`config.mk`:
```
export PLATFORM = sky130hd
export DESIGN_NAME = lsu_tlul_host
export DESIGN_NICKNAME = d
export VERILOG_FILES = /design/src/rtl/tlul_pkg.sv /design/src/rtl/lsu_tlul_host.sv
export SDC_FILE = /design/constraint.sdc
export NUM_CORES = 1
export LEC_CHECK = 0
export BUFFER_PORTS_ARGS = -buffer_cell sky130_fd_sc_hd__clkbuf_2
export CAP_MARGIN = 0
export CORE_AREA = 2 2 108 110
export DETAILED_ROUTE_END_ITERATION = 6
export DIE_AREA = 0 0 110 112
export GPL_ROUTABILITY_DRIVEN = 0
export GPL_TIMING_DRIVEN = 0
export PLACE_DENSITY = 0.75
export SYNTH_ARGS = -nofsm -noshare
export SYNTH_HDL_FRONTEND = slang
export SYNTH_SLANG_ARGS = --single-unit
```
`constraint.sdc`:
```
create_clock -name clk_i -period 7.92 [get_ports clk_i]
set_input_delay 0.792 -clock clk_i [delete_from_list [all_inputs] [get_ports clk_i]]
set_output_delay 0.792 -clock clk_i [all_outputs]
set_load 0.02 [all_outputs]
```
`src/rtl/tlul_pkg.sv`:
```
// Minimal TL-UL type package shared by the LSU host adapter and its environment.
// Field layout follows the usual h2d/d2h split with a_ready/d_ready on the opposite channel.
package tlul_pkg;

   localparam int TL_AW  = 32;
   localparam int TL_DW  = 32;
   localparam int TL_AIW = 8;
   localparam int TL_DIW = 1;
   localparam int TL_DBW = 4;
   localparam int TL_SZW = 2;

   localparam logic [2:0] PutFullData    = 3'h0;
   localparam logic [2:0] PutPartialData = 3'h1;
   localparam logic [2:0] Get            = 3'h4;
   localparam logic [2:0] AccessAck      = 3'h0;
   localparam logic [2:0] AccessAckData  = 3'h1;

   typedef struct packed {
      logic [3:0] instr_type;
      logic [6:0] cmd_intg;
      logic [6:0] data_intg;
   } tl_a_user_t;

   typedef struct packed {
      logic [6:0] rsp_intg;
      logic [6:0] data_intg;
   } tl_d_user_t;

   localparam tl_a_user_t TL_A_USER_DEFAULT = '{instr_type: 4'h9, cmd_intg: 7'h0, data_intg: 7'h0};

   typedef struct packed {
      logic              a_valid;
      logic [2:0]        a_opcode;
      logic [2:0]        a_param;
      logic [TL_SZW-1:0] a_size;
      logic [TL_AIW-1:0] a_source;
      logic [TL_AW-1:0]  a_address;
      logic [TL_DBW-1:0] a_mask;
      logic [TL_DW-1:0]  a_data;
      tl_a_user_t        a_user;
      logic              d_ready;
   } tl_h2d_t;

   typedef struct packed {
      logic              d_valid;
      logic [2:0]        d_opcode;
      logic [2:0]        d_param;
      logic [TL_SZW-1:0] d_size;
      logic [TL_AIW-1:0] d_source;
      logic [TL_DIW-1:0] d_sink;
      logic [TL_DW-1:0]  d_data;
      tl_d_user_t        d_user;
      logic              d_error;
      logic              a_ready;
   } tl_d2h_t;

endpackage

```
`src/rtl/lsu_tlul_host.sv`:
```
// LSU req/gnt/rvalid to TL-UL host adapter: one registered A beat at a time,
// up to Outstanding requests in flight, in-order registered responses with error flagging.
module lsu_tlul_host #(
   parameter int unsigned Outstanding = 2,
   parameter int unsigned SourceW     = 8
) (
   input  logic                 clk_i,
   input  logic                 rst_i,
   input  logic                 data_req_i,
   output logic                 data_gnt_o,
   input  logic                 data_we_i,
   input  logic [3:0]           data_be_i,
   input  logic [31:0]          data_addr_i,
   input  logic [31:0]          data_wdata_i,
   output logic                 data_rvalid_o,
   output logic [31:0]          data_rdata_o,
   output logic                 data_err_o,
   output tlul_pkg::tl_h2d_t    tl_o,
   input  tlul_pkg::tl_d2h_t    tl_i
);

   localparam logic [2:0] CntMax  = 3'(Outstanding);
   localparam logic [1:0] TagLast = 2'(Outstanding - 1);

   logic               gnt, credit, d_acc;
   logic [2:0]         cnt_q;
   logic [1:0]         tag_iss_q, tag_exp_q;
   logic [SourceW-1:0] exp_src;

   logic               a_vld_p0;
   logic [2:0]         a_opcode_p0;
   logic [31:0]        a_address_p0;
   logic [3:0]         a_mask_p0;
   logic [31:0]        a_data_p0;
   logic [SourceW-1:0] a_source_p0;

   logic               rsp_vld_p1;
   logic [31:0]        rsp_rdata_p1;
   logic               rsp_err_p1;

   logic               unused_tl_d;

   function automatic logic [1:0] tag_inc(input logic [1:0] t);
      return (t == TagLast) ? 2'd0 : t + 2'd1;
   endfunction

   function automatic logic [2:0] a_opcode_f(input logic we, input logic [3:0] be);
      if (!we)            return tlul_pkg::Get;
      else if (be == 4'hF) return tlul_pkg::PutFullData;
      else                return tlul_pkg::PutPartialData;
   endfunction

   assign credit     = (cnt_q < CntMax);
   assign gnt        = data_req_i & ~a_vld_p0 & credit & ~rst_i;
   assign data_gnt_o = gnt;
   // d_ready is constant 1, so every d_valid is a beat; beats with nothing in flight are ignored
   assign d_acc      = tl_i.d_valid & (cnt_q != 3'd0);
   assign exp_src    = SourceW'(tag_exp_q);

   // Stage p0: A-channel request register
   always_ff @(posedge clk_i) begin
      if (rst_i)             a_vld_p0 <= 1'b0;
      else if (gnt)          a_vld_p0 <= 1'b1;
      else if (tl_i.a_ready) a_vld_p0 <= 1'b0;
   end

   always_ff @(posedge clk_i) begin
      if (gnt) begin
         a_opcode_p0  <= a_opcode_f(data_we_i, data_be_i);
         a_address_p0 <= {data_addr_i[31:2], 2'b00};
         a_mask_p0    <= data_we_i ? data_be_i : 4'hF;
         a_data_p0    <= data_we_i ? data_wdata_i : 32'h0;
         a_source_p0  <= SourceW'(tag_iss_q);
      end
   end

   always_ff @(posedge clk_i) begin
      if (rst_i) begin
         cnt_q     <= 3'd0;
         tag_iss_q <= 2'd0;
         tag_exp_q <= 2'd0;
      end else begin
         if (gnt && !d_acc)      cnt_q <= cnt_q + 3'd1;
         else if (!gnt && d_acc) cnt_q <= cnt_q - 3'd1;
         if (gnt)   tag_iss_q <= tag_inc(tag_iss_q);
         if (d_acc) tag_exp_q <= tag_inc(tag_exp_q);
      end
   end

   // Stage p1: registered response toward the core
   always_ff @(posedge clk_i) begin
      if (rst_i) begin
         rsp_vld_p1   <= 1'b0;
         rsp_rdata_p1 <= 32'h0;
         rsp_err_p1   <= 1'b0;
      end else begin
         rsp_vld_p1 <= d_acc;
         if (d_acc) begin
            if (tl_i.d_opcode == tlul_pkg::AccessAckData) rsp_rdata_p1 <= tl_i.d_data;
            rsp_err_p1 <= tl_i.d_error | (tl_i.d_source != exp_src) |
                          ((tl_i.d_opcode != tlul_pkg::AccessAck) &&
                           (tl_i.d_opcode != tlul_pkg::AccessAckData));
         end
      end
   end

   assign data_rvalid_o = rsp_vld_p1;
   assign data_rdata_o  = rsp_rdata_p1;
   assign data_err_o    = rsp_err_p1;

   always_comb begin
      tl_o           = '0;
      tl_o.a_valid   = a_vld_p0;
      tl_o.a_opcode  = a_opcode_p0;
      tl_o.a_param   = 3'd0;
      tl_o.a_size    = 2'd2;
      tl_o.a_source  = a_source_p0;
      tl_o.a_address = a_address_p0;
      tl_o.a_mask    = a_mask_p0;
      tl_o.a_data    = a_data_p0;
      tl_o.a_user    = tlul_pkg::TL_A_USER_DEFAULT;
      tl_o.d_ready   = 1'b1;
   end

   assign unused_tl_d = ^{tl_i.d_param, tl_i.d_size, tl_i.d_sink, tl_i.d_user, data_addr_i[1:0]};

endmodule
```
==> results.toml <==
[layout]
nets = 738
layout_common_cells = "clkbuf_2 (221), edfxtp_1 (70), nand2_1 (66)"
fin_cells = 746
fin_area_um2 = 6090
layout_commonest_cell = "clkbuf_2"
drive_gt1_share_pct = 46.6
antenna_cells = 0
area_delta_synth_final_pct = 40.1

[detailed_routing]
ant_nets = 0
vias = 3238
drt_first_pass_iters = 4
drt-wirelength-per-cell_um = 14.6
drt_iter0_drc = 192
viasPerCell = 4.34
totalWireLength_um = 10900
drcViolationCount = 0

[grt]
grt_max_degree = 35
globalRouteOverflowTotal = 0
antenna_found_initial = 0
grt_pass1_vias = 3116
grt_pass1_wl_um = 16100
track_usage_pct = 17.4

[floorplan]
die_h_um = 112
die_area_um2 = 12300
row_count = 39
die_x_um = 110
fp.coreArea_um2 = 11200
start_util_pct = 38.9
num_io_pins = 277

[power]
combPwrFrac_pct = 20.7
power.internal_uw = 1040
powerDensity_nw_per_um2 = 243
p_sw_uw = 443
pwr-share-clk_pct = 30.1
p_sw_share_pct = 29.9
ir_worst_vdd_uv = 124
seqPwrFrac_pct = 49.2
cellLeakagePower_uw = 0.00278

[setup_path]
worstSetupEndpointType = "primary output"
crit_path_frequent_cell = "clkbuf_2"
worst-setup-path-type = "in -> out"
startpoint_type = "primary input"
path_cells = "clkbuf_2 > or4b_1 > nor2_4 > buf_12 > clkbuf_2"
crit_required_ns = 7.13
crit_fanout = 34
slowest_stage = "or4b_1"
max_stage_delay_ns = 0.51
worstPathArrival_ns = 2.19

[yosys]
synth_fa_ha_area_share_pct = 0.749
synthSimpleGateAreaFrac_pct = 13.0
yosys_warnings = 0
synth_top_family_by_area = "simple AND/OR/NAND/NOR gates"
syn_area_um2 = 4350
synthXorXnorAreaFrac_pct = 1.01
synth_top_area_share_pct = 48.4
avgSynthCellArea_um2 = 13.0
synth_compound_area_share_pct = 1.73
synth_mux_area_share_pct = 7.60
syn_inst = 333
synth_cell_types = 30
ys_ff_latch = 112
synth.largest_area_cell = "edfxtp_1"
ys_seq_area_share_pct = 67.7
synth_area_leaders = "edfxtp_1 (48%), dfxtp_1 (19%), mux2i_1 (7.6%)"

[clock_tree]
cts_resized = 0
numCtsBuffers = 9
clk_latency_ns = 0.35
clock_path_buffers = 2
clkTransAtPathRegs_ns = 0.08
cts_tree = "yes"
post_cts_buffers = 0
cts_sinks = 112
clock-root-buffer = "clkbuf_16"
cts_hold_buffers = 0
h-tree-depth = 3

[run]
max_cap_violations = 0

[sta]
tns_ns = 0
max_freq_mhz = 336
slew_headroom_pct = 62.4
slew_violations = 0
hold_viol_final = 0
setup_viol = 0
period_minus_slack_ns = 2.98
rsz0062_at_grt = "no"
clock_skew_ns = 0.0132
period_share_pct = 37.6
worstMarginPinSlew_ns = 0.562
setup_slack_ns = 4.94
whs_ns = 0.439

[place]
dp.cells = 730
dp_slack_ns = 4.75
port_buffers = 221
dpl-instance-area_um2 = 5790
hpwl_um = 8600

[hold_path]
min_path_type = "reg -> reg"

[run_status]
status = "finished, final reports clean"
[power by group through the flow]
stage | clock, uW | combinational (uW) | sequential (uW)
after global placement | 0 | 292 | 745
after detailed placement | 0 | 307 | 742
final | 445 | 306 | 727
after global routing | 488 | 329 | 735
after CTS | 457 | 309 | 728
after floorplan | 0 | 115 | 818
[logic make-up after synthesis]
kind of cell    count (synthesis)
compound gates                 11
buf+inv                        52
mux                            33
flops                         112
xor+xnor                        5
simple gates                  116
other cells                     2
fa+ha+maj                       2
[area by class of cell]
| cell class | instances | area, um2 |
|---|---|---|
| Buffer | 48 | 330 |
| Timing Repair Buffer | 223 | 1150 |
| Inverter | 4 | 17.5 |
| Multi-Input combinational cell | 200 | 1180 |
| Clock inverter | 7 | 68.8 |
| Sequential cell | 112 | 2940 |
| Tap cell | 143 | 179 |
| Clock buffer | 9 | 225 |
| Fill cell | 977 | 5090 |
[cell usage after synthesis]
cell / number
nand2b_1: 4
clkbuf_1: 11
mux2i_1: 33
o31a_4: 1
or3_1: 1
a21oi_1: 4
fa_1: 1
nor4b_4: 1
or4b_1: 1
inv_1: 3
inv_4: 1
a21o_1: 1
nor2_1: 6
ha_1: 1
xnor2_1: 1
nor3_1: 3
and2_1: 32
a31oi_1: 1
dfxtp_1: 42
conb_1: 2
xor2_1: 4
buf_6: 3
o21ai_0: 2
or3_2: 1
o21ai_1: 1
buf_4: 34
or4_1: 1
edfxtp_1: 70
nand2_1: 66
a41oi_1: 1
[final timing paths]
check	start	to	slack (ns)	depth (start not counted)
max	data_req_i	data_gnt_o	4.94	5
min reg2reg	tag_iss_q[1]	tag_iss_q[1]	0.44	2
max reg2reg	cnt_q[2]	cnt_q[2]	5.19	8
min	tag_iss_q[1]	tag_iss_q[1]	0.44	2
[registers in the layout, indices dropped and copies added (netlist names), 3 cells and up]
name and flops:
a_data_p0 32, a_address_p0 30, a_mask_p0 4, data_rdata_o 32, cnt_q 3
[metal layers]
metal | part of all wire, % | GRT usage (%)
met5 | 0 | 0
met4 | 0.88 | 4.05
met3 | 13 | 7.49
met2 | 48 | 29.4
met1 | 38 | 20.2
[critical path: cells and delay by family]
| family | cells | cell delay (ns) |
|---|---|---|
| buf+inv | 3 | 0.54 |
| simple gates | 2 | 0.83 |
[through the flow]
stage	utilization (%)	total power [uW]
global route	54.5	1550
detailed placement	51.9	1050
finish	54.5	1480
CTS	54.5	1490
floorplan	-	933
global placement	51.4	1040
(Power assumes the default switching activity.)
